[src/rtl/clk_ena_ctrl.sv]
// Clock-enable controller paired with the external clock generator: HALT gates the core clocks,
// STOP also shuts down the oscillator, and a settle counter qualifies OSC_STABLE before restart.
module clk_ena_ctrl #(
  parameter int SETTLE_CYCLES = 16,
  parameter int CNT_W         = 5
) (
  input  logic       CLK,
  input  logic       RESET_N,
  input  logic       HALT_REQ,
  input  logic       STOP_REQ,
  input  logic       INT_PENDING,
  input  logic       JOYPAD_WAKE,
  input  logic       OSC_STABLE,
  input  logic       SYNC_RESET,
  output logic       CLK_ENA,
  output logic       OSC_ENA,
  output logic       WAKE,
  output logic [2:0] STATE
);

  localparam logic [2:0] ST_RUN      = 3'd0;
  localparam logic [2:0] ST_HALT     = 3'd1;
  localparam logic [2:0] ST_STOP     = 3'd2;
  localparam logic [2:0] ST_OSC_WAIT = 3'd3;
  localparam logic [2:0] ST_RESUME   = 3'd4;

  localparam logic [CNT_W-1:0] CNT_ZERO = {CNT_W{1'b0}};
  localparam logic [CNT_W-1:0] CNT_ONE  = {{(CNT_W-1){1'b0}}, 1'b1};
  localparam logic [CNT_W-1:0] CNT_MAX  = {CNT_W{1'b1}};
  localparam logic [CNT_W-1:0] CNT_LAST = CNT_W'(SETTLE_CYCLES - 1);

  logic [2:0]       state_r;
  logic [2:0]       state_nxt_s;
  logic [CNT_W-1:0] cnt_r;
  logic [CNT_W-1:0] cnt_nxt_s;
  logic             clk_ena_r;
  logic             osc_ena_r;
  logic             wake_r;
  logic             clk_ena_s;
  logic             osc_ena_s;
  logic             wake_s;

  // State, settle counter and decoded outputs; outputs are decoded from the next state
  always_ff @(posedge CLK or negedge RESET_N) begin
    if (!RESET_N) begin
      state_r   <= ST_RUN;
      cnt_r     <= CNT_ZERO;
      clk_ena_r <= 1'b1;
      osc_ena_r <= 1'b1;
      wake_r    <= 1'b0;
    end else begin
      state_r   <= state_nxt_s;
      cnt_r     <= cnt_nxt_s;
      clk_ena_r <= clk_ena_s;
      osc_ena_r <= osc_ena_s;
      wake_r    <= wake_s;
    end
  end

  // Next-state and settle-counter logic
  always_comb begin
    state_nxt_s = state_r;
    cnt_nxt_s   = CNT_ZERO;
    if (SYNC_RESET) begin
      state_nxt_s = ST_RUN;
      cnt_nxt_s   = CNT_ZERO;
    end else begin
      case (state_r)
        ST_RUN: begin
          // A STOP with a joypad line already held is a NOP and also masks HALT.
          if (STOP_REQ) begin
            if (!JOYPAD_WAKE) begin
              state_nxt_s = ST_STOP;
            end else begin
              state_nxt_s = ST_RUN;
            end
          end else if (HALT_REQ) begin
            if (INT_PENDING) begin
              state_nxt_s = ST_RESUME;
            end else begin
              state_nxt_s = ST_HALT;
            end
          end else begin
            state_nxt_s = ST_RUN;
          end
        end
        ST_HALT: begin
          if (INT_PENDING) begin
            state_nxt_s = ST_RESUME;
          end else begin
            state_nxt_s = ST_HALT;
          end
        end
        ST_STOP: begin
          if (JOYPAD_WAKE) begin
            state_nxt_s = ST_OSC_WAIT;
          end else begin
            state_nxt_s = ST_STOP;
          end
        end
        ST_OSC_WAIT: begin
          if (!OSC_STABLE) begin
            state_nxt_s = ST_OSC_WAIT;
            cnt_nxt_s   = CNT_ZERO;
          end else if (cnt_r == CNT_LAST) begin
            state_nxt_s = ST_RESUME;
            cnt_nxt_s   = CNT_ZERO;
          end else if (cnt_r != CNT_MAX) begin
            state_nxt_s = ST_OSC_WAIT;
            cnt_nxt_s   = cnt_r + CNT_ONE;
          end else begin
            state_nxt_s = ST_OSC_WAIT;
            cnt_nxt_s   = cnt_r;
          end
        end
        ST_RESUME: begin
          state_nxt_s = ST_RUN;
        end
        default: begin
          // Unreachable encodings recover to RUN with clocks enabled.
          state_nxt_s = ST_RUN;
          cnt_nxt_s   = CNT_ZERO;
        end
      endcase
    end
  end

  // Output decode of the next state
  always_comb begin
    clk_ena_s = 1'b1;
    osc_ena_s = 1'b1;
    wake_s    = 1'b0;
    case (state_nxt_s)
      ST_RUN: begin
        clk_ena_s = 1'b1;
        osc_ena_s = 1'b1;
        wake_s    = 1'b0;
      end
      ST_HALT: begin
        clk_ena_s = 1'b0;
        osc_ena_s = 1'b1;
        wake_s    = 1'b0;
      end
      ST_STOP: begin
        clk_ena_s = 1'b0;
        osc_ena_s = 1'b0;
        wake_s    = 1'b0;
      end
      ST_OSC_WAIT: begin
        clk_ena_s = 1'b0;
        osc_ena_s = 1'b1;
        wake_s    = 1'b0;
      end
      ST_RESUME: begin
        clk_ena_s = 1'b1;
        osc_ena_s = 1'b1;
        wake_s    = 1'b1;
      end
      default: begin
        clk_ena_s = 1'b1;
        osc_ena_s = 1'b1;
        wake_s    = 1'b0;
      end
    endcase
  end

  assign CLK_ENA = clk_ena_r;
  assign OSC_ENA = osc_ena_r;
  assign WAKE    = wake_r;
  assign STATE   = state_r;

endmodule

[config.mk]
export PLATFORM = sky130hd
export DESIGN_NAME = clk_ena_ctrl
export DESIGN_NICKNAME = d
export VERILOG_FILES = /design/src/rtl/clk_ena_ctrl.sv
export SDC_FILE = /design/constraint.sdc
export NUM_CORES = 1
export LEC_CHECK = 0
export BUFFER_PORTS_ARGS = -buffer_cell sky130_fd_sc_hd__buf_2
export CORE_AREA = 2 2 39 41
export CTS_CLUSTER_SIZE = 16
export DETAILED_ROUTE_END_ITERATION = 12
export DIE_AREA = 0 0 41 43
export GPL_TIMING_DRIVEN = 0
export SYNTH_ARGS = -nofsm -noshare
export SYNTH_HDL_FRONTEND = slang
export SYNTH_SLANG_ARGS = --single-unit
[constraint.sdc]
create_clock -name CLK -period 1.8 [get_ports CLK]
set_input_delay 0.18 -clock CLK [delete_from_list [all_inputs] [get_ports CLK]]
set_output_delay 0.18 -clock CLK [all_outputs]
set_load 0.01 [all_outputs]
==> flow_metrics.tcl <==
set metrics [dict create \
    status "complete, no violations" \
    grt-ovfl-total 0 \
    grt_max_degree 12 \
    fp.dieArea_um2 1760 \
    worstMarginPinSlew_ns 0.354 \
    worstPathRequired_ns 1.99 \
    crit_path_max_incr_delay_ns 0.41 \
    post-route-drc-count 0 \
    p_sw_mw 0.111 \
    syn_area_per_cell_um2 10.2 \
    drive_above_1_share_pct 31.4 \
    post-place-ws_ns 0.354 \
    insertion_delay_ns 0.26 \
    crit_arrival_ns 1.63 \
    htreeDepth 1 \
    die_h_um 43 \
    synth_cells 52 \
    setup_viol 0 \
    cts_tree "yes" \
    pin_count 14 \
    antenna_found_initial 0 \
    syn2layout_area_growth_pct 22.9 \
    viasPerCell 5.21 \
    drv_slew 0 \
    drtPass1Iterations 4 \
    critPathSlowestCell "dfrtp_1" \
    clockBufferDepth 2 \
    maxSlewHeadroom_pct 76.2 \
    gp_congestion 0.658 \
    routed_wl_um 1040 \
    fin_tns_setup_ns 0 \
    layout_common_cells "13 x buf_2, 9 x dfrtp_1, 4 x nand2_1, 4 x a21oi_1" \
    power.density_nw_per_um2 737 \
    power_frac_clock_pct 33.6 \
    ys_warn_count 0 \
    maxCapViolCount 0 \
    cts.reportedPaths.clkPinSlew_ns 0.07 \
    path_delay_family "simple AND/OR/NAND/NOR gates" \
    synth_fp_nets 61 \
    synth_seq_area_share_pct 52.4 \
    grt_pass1_vias 418 \
    synth.distinct_cells 27 \
    critPathBufInv 0 \
    ir_drop_uv 258 \
    yosys_register_bits 11 \
    ant_nets 0 \
    period_needed_ns 1.45 \
    final_hold_viol_count 0 \
    grt_use_total_pct 14.5 \
    crit_fanout 6 \
    dp_cells 81 \
    p_comb_share_pct 11.0 \
    rsz0062_at_grt "false" \
    wl_per_cell_um 12.1 \
    netlist_area_um2 531 \
    numCtsBuffers 3 \
    hpwl_um 783 \
    max_freq_mhz 691 \
    start_util_pct 38.3 \
    total_power_mw 0.480 \
    num-fill-cells 140 \
    switching_share_pct 23.0 \
    grt_pass1_wl_um 1700 \
    row_count 14 \
    diodes 0 \
    worstPathCellList "ha_1 -> nand3_2 -> or3_1 -> a21boi_1" \
    cp-start-kind "flip-flop" \
    fin_skew_ns 0.00213 \
    fp.dieW_um 41 \
    critical_path_class "reg2reg" \
    root_buffer "clkbuf_4" \
    endpoint_kind "flip-flop" \
    stdcell_count 86 \
    first_iter_violations 3 \
    fin_crit_sh_pct 80.3 \
    port_buffers 13 \
    p_leak_nw 0.297 \
    core_um2 1380 \
    min_path_type "in2reg" \
    p_int_mw 0.370 \
    final_common_cell "buf_2" \
    setup_ws_ns 0.354 \
    vias 448 \
    cts_sinks 11 \
    power.share.sequential_pct 55.4 \
    nNetsFinal 80 \
]
[flip-flops by register name (all words and copies together) (netlist names)]
| signal | cells |
|---|---|
| cnt_r | 5 |
| STATE | 3 |
| CLK_ENA | 1 |
| OSC_ENA | 1 |
| WAKE | 1 |
[cell families after synthesis]
| family | count (synthesis) | share of synthesized area [%] |
|---|---|---|
| simple gates | 24 | 25.9 |
| compound gates | 14 | 17.9 |
| flops | 11 | 52.4 |
| buf+inv | 2 | 1.42 |
| fa+ha+maj | 1 | 2.36 |
[per-stage QoR]
stage / utilization, % / cell area [um2] / hold WS (ns)
after floorplan: - / 531 / -0.116
after global placement: 44.5 / 616 / 0.0644
after detailed placement: 44.5 / 616 / 0.0642
after CTS: 47.1 / 652 / 0.114
after global routing: 47.1 / 652 / 0.125
final: 47.1 / 652 / 0.121
[synthesized netlist by cell type, drive strengths merged]
master  instances  area [um2]
dfrtp           9         225
a21oi           4        20.0
nand2           4        15.0
nand3           4        25.0
a21boi          3        22.5
nor2            3        11.3
nor3            3        15.0
dfstp           2        52.6
inv             2        7.51
nor2b           2        12.5
o211ai          2        15.0
a211o           1        8.76
a31oi           1        6.26
and3            1        7.51
and4b           1        10.0
ha              1        12.5
nand3b          1        7.51
nand4           1        6.26
nor3b           1        7.51
o21ai           1        5.00
o221a           1        11.3
o22ai           1        6.26
or2             1        6.26
or2b            1        7.51
or3             1        6.26
[per-layer routing]
metal	global-route usage [%]	wire length (um)	vias to the layer above
met5	0	0	-
met2	21.9	521	12
met1	17.9	476	203
li1	-	-	233
met4	8.00	0	0
met3	3.66	46	0
[power groups by stage]
stage | combinational (mW) | sequential, mW | clock (mW)
CTS | 0.0540 | 0.266 | 0.171
global route | 0.0596 | 0.268 | 0.189
global placement | 0.0521 | 0.271 | 0
detailed placement | 0.0525 | 0.270 | 0
finish | 0.0530 | 0.266 | 0.161
floorplan | 0.0222 | 0.274 | 0
[what timing repair did]
action	4_1_cts	5_1_grt
endpoints found under the hold margin	9	0
resized for setup	0	0
buffers inserted	0	0
hold buffers	1	0
[worst reg2reg max path, stage by stage (launching register included)]
cell      delay [ns]
dfrtp_1         0.41
ha_1            0.28
nand3_2         0.16
or3_1           0.39
a21boi_1        0.13
[path summary, 6_finish.rpt]
path | from | to | slack [ns] | cells after the start
max | cnt_r[0]$_DFFE_PN0P_ | STATE[2]$_DFF_PN0_ | 0.35 | 4
min | SYNC_RESET | CLK_ENA$_DFF_PN1_ | 0.12 | 2
max reg2reg | cnt_r[0]$_DFFE_PN0P_ | STATE[2]$_DFF_PN0_ | 0.35 | 4
min reg2reg | cnt_r[4]$_DFFE_PN0P_ | cnt_r[4]$_DFFE_PN0P_ | 0.58 | 2
max in group asynchronous | RESET_N | CLK_ENA$_DFF_PN1_ | 1.22 | 2
min in group asynchronous | RESET_N | cnt_r[3]$_DFFE_PN0P_ | 0.32 | 2
[cell type report]
type,count,area [um2],share of cell area (%)
inverter,2,7.51,1.15
tap,16,20.0,3.07
sequential,11,278,42.6
clock buffer,4,26.3,4.03
timing repair buffer,14,75.1,11.5
multi-input combinational,39,245,37.6
Power figures use the tool's default switching activity.
